File: src/rtl/accumulator_writeback.sv
// Accumulator write-back stage of the calculator datapath.
// Commits validated ALU results into the accumulator, keeps a bounded undo
// history (circular LIFO that drops the oldest entry when full), and drives
// display-side status: value valid, error latched and error blink blanking.
//
// Handshake: accept_write, clear_pulse and undo_pulse are single-cycle strobes
// sampled on the rising clock edge; there is no back-pressure, every strobe
// seen high is acted on in that cycle according to the priority
// clear_pulse > accept_write > error_flag rising edge > undo_pulse.
module accumulator_writeback #(
   parameter int WIDTH     = 16,
   parameter int DEPTH     = 4,
   parameter int BLINK_DIV = 25000000
) (
   input  logic                     clk,
   input  logic                     rst,
   input  logic                     accept_write,
   input  logic [WIDTH-1:0]         result_in,
   input  logic                     error_flag,
   input  logic                     clear_pulse,
   input  logic                     undo_pulse,
   output logic [WIDTH-1:0]         acc_out,
   output logic                     acc_valid,
   output logic                     err_latched,
   output logic                     disp_blank,
   output logic [$clog2(DEPTH):0]   hist_count,
   output logic                     undo_empty
);

   localparam int PTR_W = $clog2(DEPTH);
   localparam int CNT_W = PTR_W + 1;
   localparam int BW    = (BLINK_DIV > 1) ? $clog2(BLINK_DIV) : 1;
   localparam logic [BW-1:0]    BLINK_TC = BW'(BLINK_DIV - 1);
   localparam logic [CNT_W-1:0] HIST_MAX = CNT_W'(DEPTH);

   typedef enum logic [1:0] {
      ST_IDLE  = 2'd0,
      ST_VALID = 2'd1,
      ST_ERROR = 2'd2
   } state_t;

   state_t           state;
   logic             error_flag_d;
   logic [BW-1:0]    blink_cnt;
   logic [PTR_W-1:0] wr_ptr;
   logic [PTR_W-1:0] top_idx;
   logic [WIDTH-1:0] hist_mem [DEPTH];

   logic err_rise;
   logic do_push;
   logic hist_full;

   assign err_rise   = error_flag & ~error_flag_d;
   assign top_idx    = wr_ptr - PTR_W'(1);
   assign hist_full  = (hist_count == HIST_MAX);
   // Only a commit on top of an already committed value saves history.
   assign do_push    = ~clear_pulse & accept_write & acc_valid;
   assign undo_empty = (hist_count == '0);

   // History storage: write the outgoing accumulator at the write pointer.
   always_ff @(posedge clk) begin
      if (do_push) begin
         hist_mem[wr_ptr] <= acc_out;
      end
   end

   // Control FSM, accumulator, history bookkeeping and blink timer.
   always_ff @(posedge clk or posedge rst) begin
      if (rst) begin
         state        <= ST_IDLE;
         error_flag_d <= 1'b0;
         blink_cnt    <= '0;
         wr_ptr       <= '0;
         hist_count   <= '0;
         acc_out      <= '0;
         acc_valid    <= 1'b0;
         err_latched  <= 1'b0;
         disp_blank   <= 1'b0;
      end else begin
         error_flag_d <= error_flag;
         if (clear_pulse) begin
            state       <= ST_IDLE;
            blink_cnt   <= '0;
            wr_ptr      <= '0;
            hist_count  <= '0;
            acc_out     <= '0;
            acc_valid   <= 1'b0;
            err_latched <= 1'b0;
            disp_blank  <= 1'b0;
         end else if (accept_write) begin
            // A simultaneous error edge is discarded: the commit wins.
            if (acc_valid) begin
               wr_ptr <= wr_ptr + PTR_W'(1);
               if (!hist_full) begin
                  hist_count <= hist_count + CNT_W'(1);
               end
            end
            state       <= ST_VALID;
            blink_cnt   <= '0;
            acc_out     <= result_in;
            acc_valid   <= 1'b1;
            err_latched <= 1'b0;
            disp_blank  <= 1'b0;
         end else if (err_rise && state != ST_ERROR) begin
            state       <= ST_ERROR;
            blink_cnt   <= '0;
            err_latched <= 1'b1;
            disp_blank  <= 1'b0;
         end else if (state == ST_ERROR) begin
            // Accumulator frozen; only the blink timer advances.
            if (blink_cnt == BLINK_TC) begin
               blink_cnt  <= '0;
               disp_blank <= ~disp_blank;
            end else begin
               blink_cnt <= blink_cnt + BW'(1);
            end
         end else if (undo_pulse && state == ST_VALID && hist_count != '0) begin
            acc_out    <= hist_mem[top_idx];
            wr_ptr     <= top_idx;
            hist_count <= hist_count - CNT_W'(1);
         end
      end
   end

endmodule

File: config.mk
export PLATFORM = sky130hd
export DESIGN_NAME = accumulator_writeback
export DESIGN_NICKNAME = d
export VERILOG_FILES = /design/src/rtl/accumulator_writeback.sv
export SDC_FILE = /design/constraint.sdc
export NUM_CORES = 1
export LEC_CHECK = 0
export CAP_MARGIN = 20
export CORE_MARGIN = 2
export CORE_UTILIZATION = 33
export CTS_CLUSTER_DIAMETER = 40
export CTS_CLUSTER_SIZE = 20
export DETAILED_ROUTE_END_ITERATION = 10
export GPL_TIMING_DRIVEN = 1
export SLEW_MARGIN = 20
export SYNTH_ARGS = -nofsm -noshare
export SYNTH_HDL_FRONTEND = slang
export SYNTH_SLANG_ARGS = --single-unit
File: constraint.sdc
create_clock -name clk -period 3.09 [get_ports clk]
set_clock_uncertainty 0.15 [all_clocks]
set_input_delay 0.618 -clock clk [delete_from_list [all_inputs] [get_ports clk]]
set_output_delay 0.618 -clock clk [all_outputs]
set_load 0.01 [all_outputs]
---- After elaboration in Yosys (flattened, before gate mapping) ----
Memory sizes are Yosys's and may differ from the RTL's.
Cells that the tools add are included.
operators by class
  $add $sub $neg .......................... 5
  eq/ne operators ......................... 9
  mux-type cells .......................... 38
  bitwise gates (word level) .............. 6
  reduce and logical (&&, ||, !) cells .... 14
operators by type and width
  kind                   count
  $mux 25                5
  $mux 16                5
  $add 25x1->25 const B  1
  $eq 25x25->1 const B   1
  $mux 3                 7
  $mux 2                 9
  $mux 1                 12
  $ne 3x3->1 const B     3
  $reduce_bool 3->1      3
  $reduce_bool 4->1      2
  $reduce_and 5->1       1
  $reduce_and 4->1       1
  $add 3x1->3 const B    1
  $and 1x1->1            3
  $eq 3x3->1 const B     1
  $logic_and 1x1->1      3
  $logic_not 3->1        1
  $ne 3x1->1 const B     1
  $not 1->1              3
  $reduce_and 3->1       1
  $sub 3x1->3 const B    1
  $add 2x1->2 const B    1
  $eq 2x1->1 const B     1
  $eq 2x2->1 const B     1
  other kinds (4)        4
storage, ports and cells
  flip-flop bits (word level) ............. 52
  bits in writable memories ............... 64
  input bits .............................. 22
  output and inout port bits .............. 23
  logic and storage cells ................. 82
  memories ................................ 1
memories
  memory    words  bits a word  read ports  clocked after Yosys merged registers in  write ports  RTL line  source
  hist_mem  4      16           1           0                                        1            47        logic [WIDTH-1:0] hist_mem [DEPTH];

---- Longest topological paths before layout ----
  depth in word-level cells ............... 8
  mapped depth ............................ 9
  depth with buffers taken out ............ 6

---- Worst setup path after synthesis ----
Ideal clock, no wire load.
  path kind ............................... register -> register
  start ................................... register wr_ptr[0]
  end ..................................... register acc_out[12]
  setup time .............................. 122 ps
  arrival time ............................ 2478 ps
  data required time ...................... 2818 ps
  slack ................................... 341 ps
  stages on the path, launching flop included .. 10
  buffers on the path ..................... 4
  period minus slack after synthesis ...... 2749 ps
  cells stage by stage .................... dfrtp_1 > buf_2 > buf_2 > inv_1 > ha_1 > clkbuf_1 > clkbuf_1 > mux4_2 > mux2i_1 > o21ai_1
between the ends
  longest elaborated chain between the ends .. 7
ends and longest elaborated chain
  what                    RTL line  source
  start, declared         45        logic [PTR_W-1:0] wr_ptr;
  start signal, assigned  93        wr_ptr <= wr_ptr + PTR_W'(1);
  start signal, assigned  119       wr_ptr <= top_idx;
  $sub 2x1->2             54        assign top_idx = wr_ptr - PTR_W'(1);
  $mem_v2 4x16            n/a
  $mux 16                 117       end else if (undo_pulse && state == ST_VALID && hist_count != '0) begin
  $mux 16                 109       end else if (state == ST_ERROR) begin
  $mux 16                 104       end else if (err_rise && state != ST_ERROR) begin
  $mux 16                 90        end else if (accept_write) begin
  $mux 16                 81        if (clear_pulse) begin
  end signal, assigned    100       acc_out <= result_in;
  end signal, assigned    118       acc_out <= hist_mem[top_idx];
  end, declared           22        output logic [WIDTH-1:0] acc_out,
Every way passes these cells. The select of a mux whose other input is x is not followed.
A chain may end at the register's enable or synchronous reset.

---- Final worst setup path ----
  start ................................... register blink_cnt[0]
  end ..................................... register blink_cnt[8]
between the ends
  longest elaborated chain between the ends .. 6
  elaborated cells on any way between the ends .. 7
  those cells by class .................... 1 x add/sub; 1 x eq/ne; 5 x mux
ends and longest elaborated chain
  what                                                  RTL line  source
  start, declared                                       44        logic [BW-1:0] blink_cnt;
  start signal, assigned                                115       blink_cnt <= blink_cnt + BW'(1);
  $add 25x1->25 / $eq 25x25->1 (equally long branches)  115, 111
  $mux 25 *                                             111       if (blink_cnt == BLINK_TC) begin
  $mux 25 *                                             109
  $mux 25 *                                             104
  $mux 25 *                                             90
  $mux 25 *                                             81
Mark *: on every way between the ends. The rest lies on a longest branch, timed or not. The select of a mux whose other input is x is not followed.

==> results by group <==
Status
  • Run status: completed

Floorplan
  • Num ports: 45
  • Core Area: 14600 sq um
  • Horiz. Die Dim: 127 um
  • Initial Util: roughly a third
  • Overall die height: 127 um
  • Die area: 16100 sq um
  • Number of placement rows: 44

Clock network
  • Inserted Clock Buffers: 17
  • Clock Latency Late Sink: 410 ps
  • Cell at the root of the clock tree: clkbuf_16
  • Clock tree from TritonCTS: yes
  • H-Tree Depth: 4
  • Post-cts hold buffer count: 0
  • Number of post-CTS setup repair buffers: 0
  • Maximum count of clock buffers along a single path: 2
  • Post-cts resize count: 0
  • Clock slew at reported path FFs: 50 ps
  • Clock sink count: between 100 and 150

Timing
  • Worst Tran Pin Value: roughly 870 ps
  • Setup repair after global routing missed its margin: false
  • Share of the clock period used by the worst path: 79.8%
  • Minimum clock period after layout: 2470 ps
  • Number of max-slew violations in the final report: 0
  • Maximum achievable frequency: between 0.4 and 0.5 GHz
  • Hold Slack: 388 ps
  • Total negative slack: 0 ps
  • Number of setup violations in the final report: 0
  • Normalized max-slew margin: a little over two fifths
  • Hold Vio Cnt, Final: 0

Cells and area
  • Post-layout util: 42.9%
  • Area grow syn2layout: 26.1%
  • Most common cell after layout, fill and taps aside: edfxtp_1
  • Fraction of final layout cells with drive strength greater than 1: 15.9%
  • Commonest cells after routing, fill and taps aside: edfxtp_1, dfrtp_1, clkdlybuf4s50_1
  • Count of inserted antenna diode cells: 0
  • Final layout net count: roughly 450
  • Post-route cell area: 6290 sq um

Synth
  • Mean Syn Cell Area: 13.7 sq um
  • Register bit count reported by yosys: 115
  • Warnings, synthesis: 0
  • Asr flop ratio synth: 44.3%
  • Top_reg_cell synth: edfxtp_1
  • Number of enable-type register cells in the synthesized netlist: 64
  • Synthesized area: 4990 sq um
  • Sequential share of the synthesized area: approximately 64%
  • Number of distinct library cell variants in the gate-level netlist after synthesis: 46
  • Post-synthesis cell count: 363
  • Total nets after synthesis: around 390

Worst setup path
  • Category of the worst setup path launch point: flop
  • Worst setup path class: reg -> reg
  • Data required time at the worst endpoint: 3190 ps
  • Data arrival time of the worst path: 2570 ps
  • Worst Path Max Fanout: 22
  • Critical Path Sink Type: flop

Pwr
  • Power per standard cell area: 635 nW/um^2
  • Leakage component of the power: 2.39 nW
  • Pwr Total: 3.99 mW
  • Maximum VDD drop: roughly 0.39 mV

Drt
  • Number of remaining DRC errors: 0
  • Number of detailed-routing iterations run before antenna repair: 4
  • Wirelength per Cell: 16.3 um
  • Violation count after the first detailed-routing iteration: around 140
  • Detailed-route wire length: around 10000 um
  • Vias/cell: 4.89
  • Final ANT Viol Nets: 0
  • Vias: 3020

GRT
  • Number of antenna violations at the first check in global routing: 0
  • Overflow after GRT: 0
  • Number of global-route vias before repair: between 3000 and 4000
  • Overall Global Routing Usage: between 10 and 15%
  • Largest net degree at the start of global routing: 52
  • First-pass GRT wire length: about 17000 um

Place
  • Half-perimeter wire length of the detailed placement result: 6530 um
  • Area post-placement: ~5700 sq um
  • Final Wtd Congestion: 0.793
  • Port-buffer cells: 44

Worst hold path
  • Kind of path behind the tightest hold check: reg -> reg

Flow run
  • Max-cap violations: 0
worst max-delay path, cell delays in order, from the launching register on:
cell and delay [ps]:
dfrtp_1 400, ha_1 270, nand2_1 140, nor4b_2 270, nand4_2 220, o21ai_2 730
nor2_1 130
area by class of cell:
type | instances | area [sq um]
inverter | 8 | 30.0
clock inverter | 14 | 178
timing repair buffer | 58 | 558
sequential | 115 | 3200
clock buffer | 18 | 429
multi-input combinational | 221 | 1660
fill | 1358 | 8360
tap | 184 | 230
metrics by stage:
| stage | std cells | setup slack, ps |
|---|---|---|
| CTS | 618 | 566 |
| finish | 618 | 623 |
| global route | 618 | 283 |
| detailed placement | 586 | 343 |
| global placement | 586 | 450 |
| floorplan | 363 | 341 |
layer usage:
| layer | global-route usage [%] | vias to the layer above | part of all wire, % |
|---|---|---|---|
| li1 | - | 1451 | - |
| met1 | 17.7 | 1508 | 47 |
| met2 | 22.1 | 48 | 49 |
| met3 | 3.54 | 13 | 3.0 |
| met4 | 5.17 | 0 | 1.1 |
| met5 | 0 | - | 0 |
cell usage after synthesis, drive strengths merged (8+ instances only):
| master | count | area share (%) |
|---|---|---|
| edfxtp | 64 | 39 |
| dfrtp | 51 | 26 |
| nor2 | 42 | 3.2 |
| nand2 | 21 | 1.6 |
| xor2 | 20 | 3.5 |
| nand3 | 18 | 1.9 |
| o21ai | 18 | 1.9 |
| mux2i | 17 | 3.4 |
| mux4 | 16 | 7.2 |
| buf | 12 | 1.4 |
| nand4 | 11 | 1.5 |
| and3 | 8 | 1.0 |
| inv | 8 | 0.60 |
power by group:
part           internal (mW)  switching, mW  total (mW)
registers               1.68         0.0425        1.72
logic                  0.147          0.139       0.286
clock network           1.28          0.713        1.99
registers in the layout (all words and copies together) (netlist names), 2 cells and up:
name	flops
acc_out	16
wr_ptr	2
blink_cnt	25
hist_count	3
hist_mem	64
kinds of logic after synthesis:
logic type	synth area share, %
buffers and inverters	2.51
DFF	64.1
AOI/OAI and AO/OA	4.14
and+or+nand+nor	12.9
muxes	10.6
adders and majority gates	1.66
xor gates and xnor gates	4.04
path summary, 6_finish.rpt:
path	end	from	depth (start not counted)	slack (ps)
max reg2reg	blink_cnt[8]	blink_cnt[0]	6	620
min reg2reg	blink_cnt[21]	blink_cnt[21]	2	390
max in group asynchronous	blink_cnt[0]	rst	3	2120
min in group asynchronous	blink_cnt[19]	rst	3	430
max	blink_cnt[8]	blink_cnt[0]	6	620
min	blink_cnt[21]	blink_cnt[21]	2	390
Power figures use the tool's default switching activity.
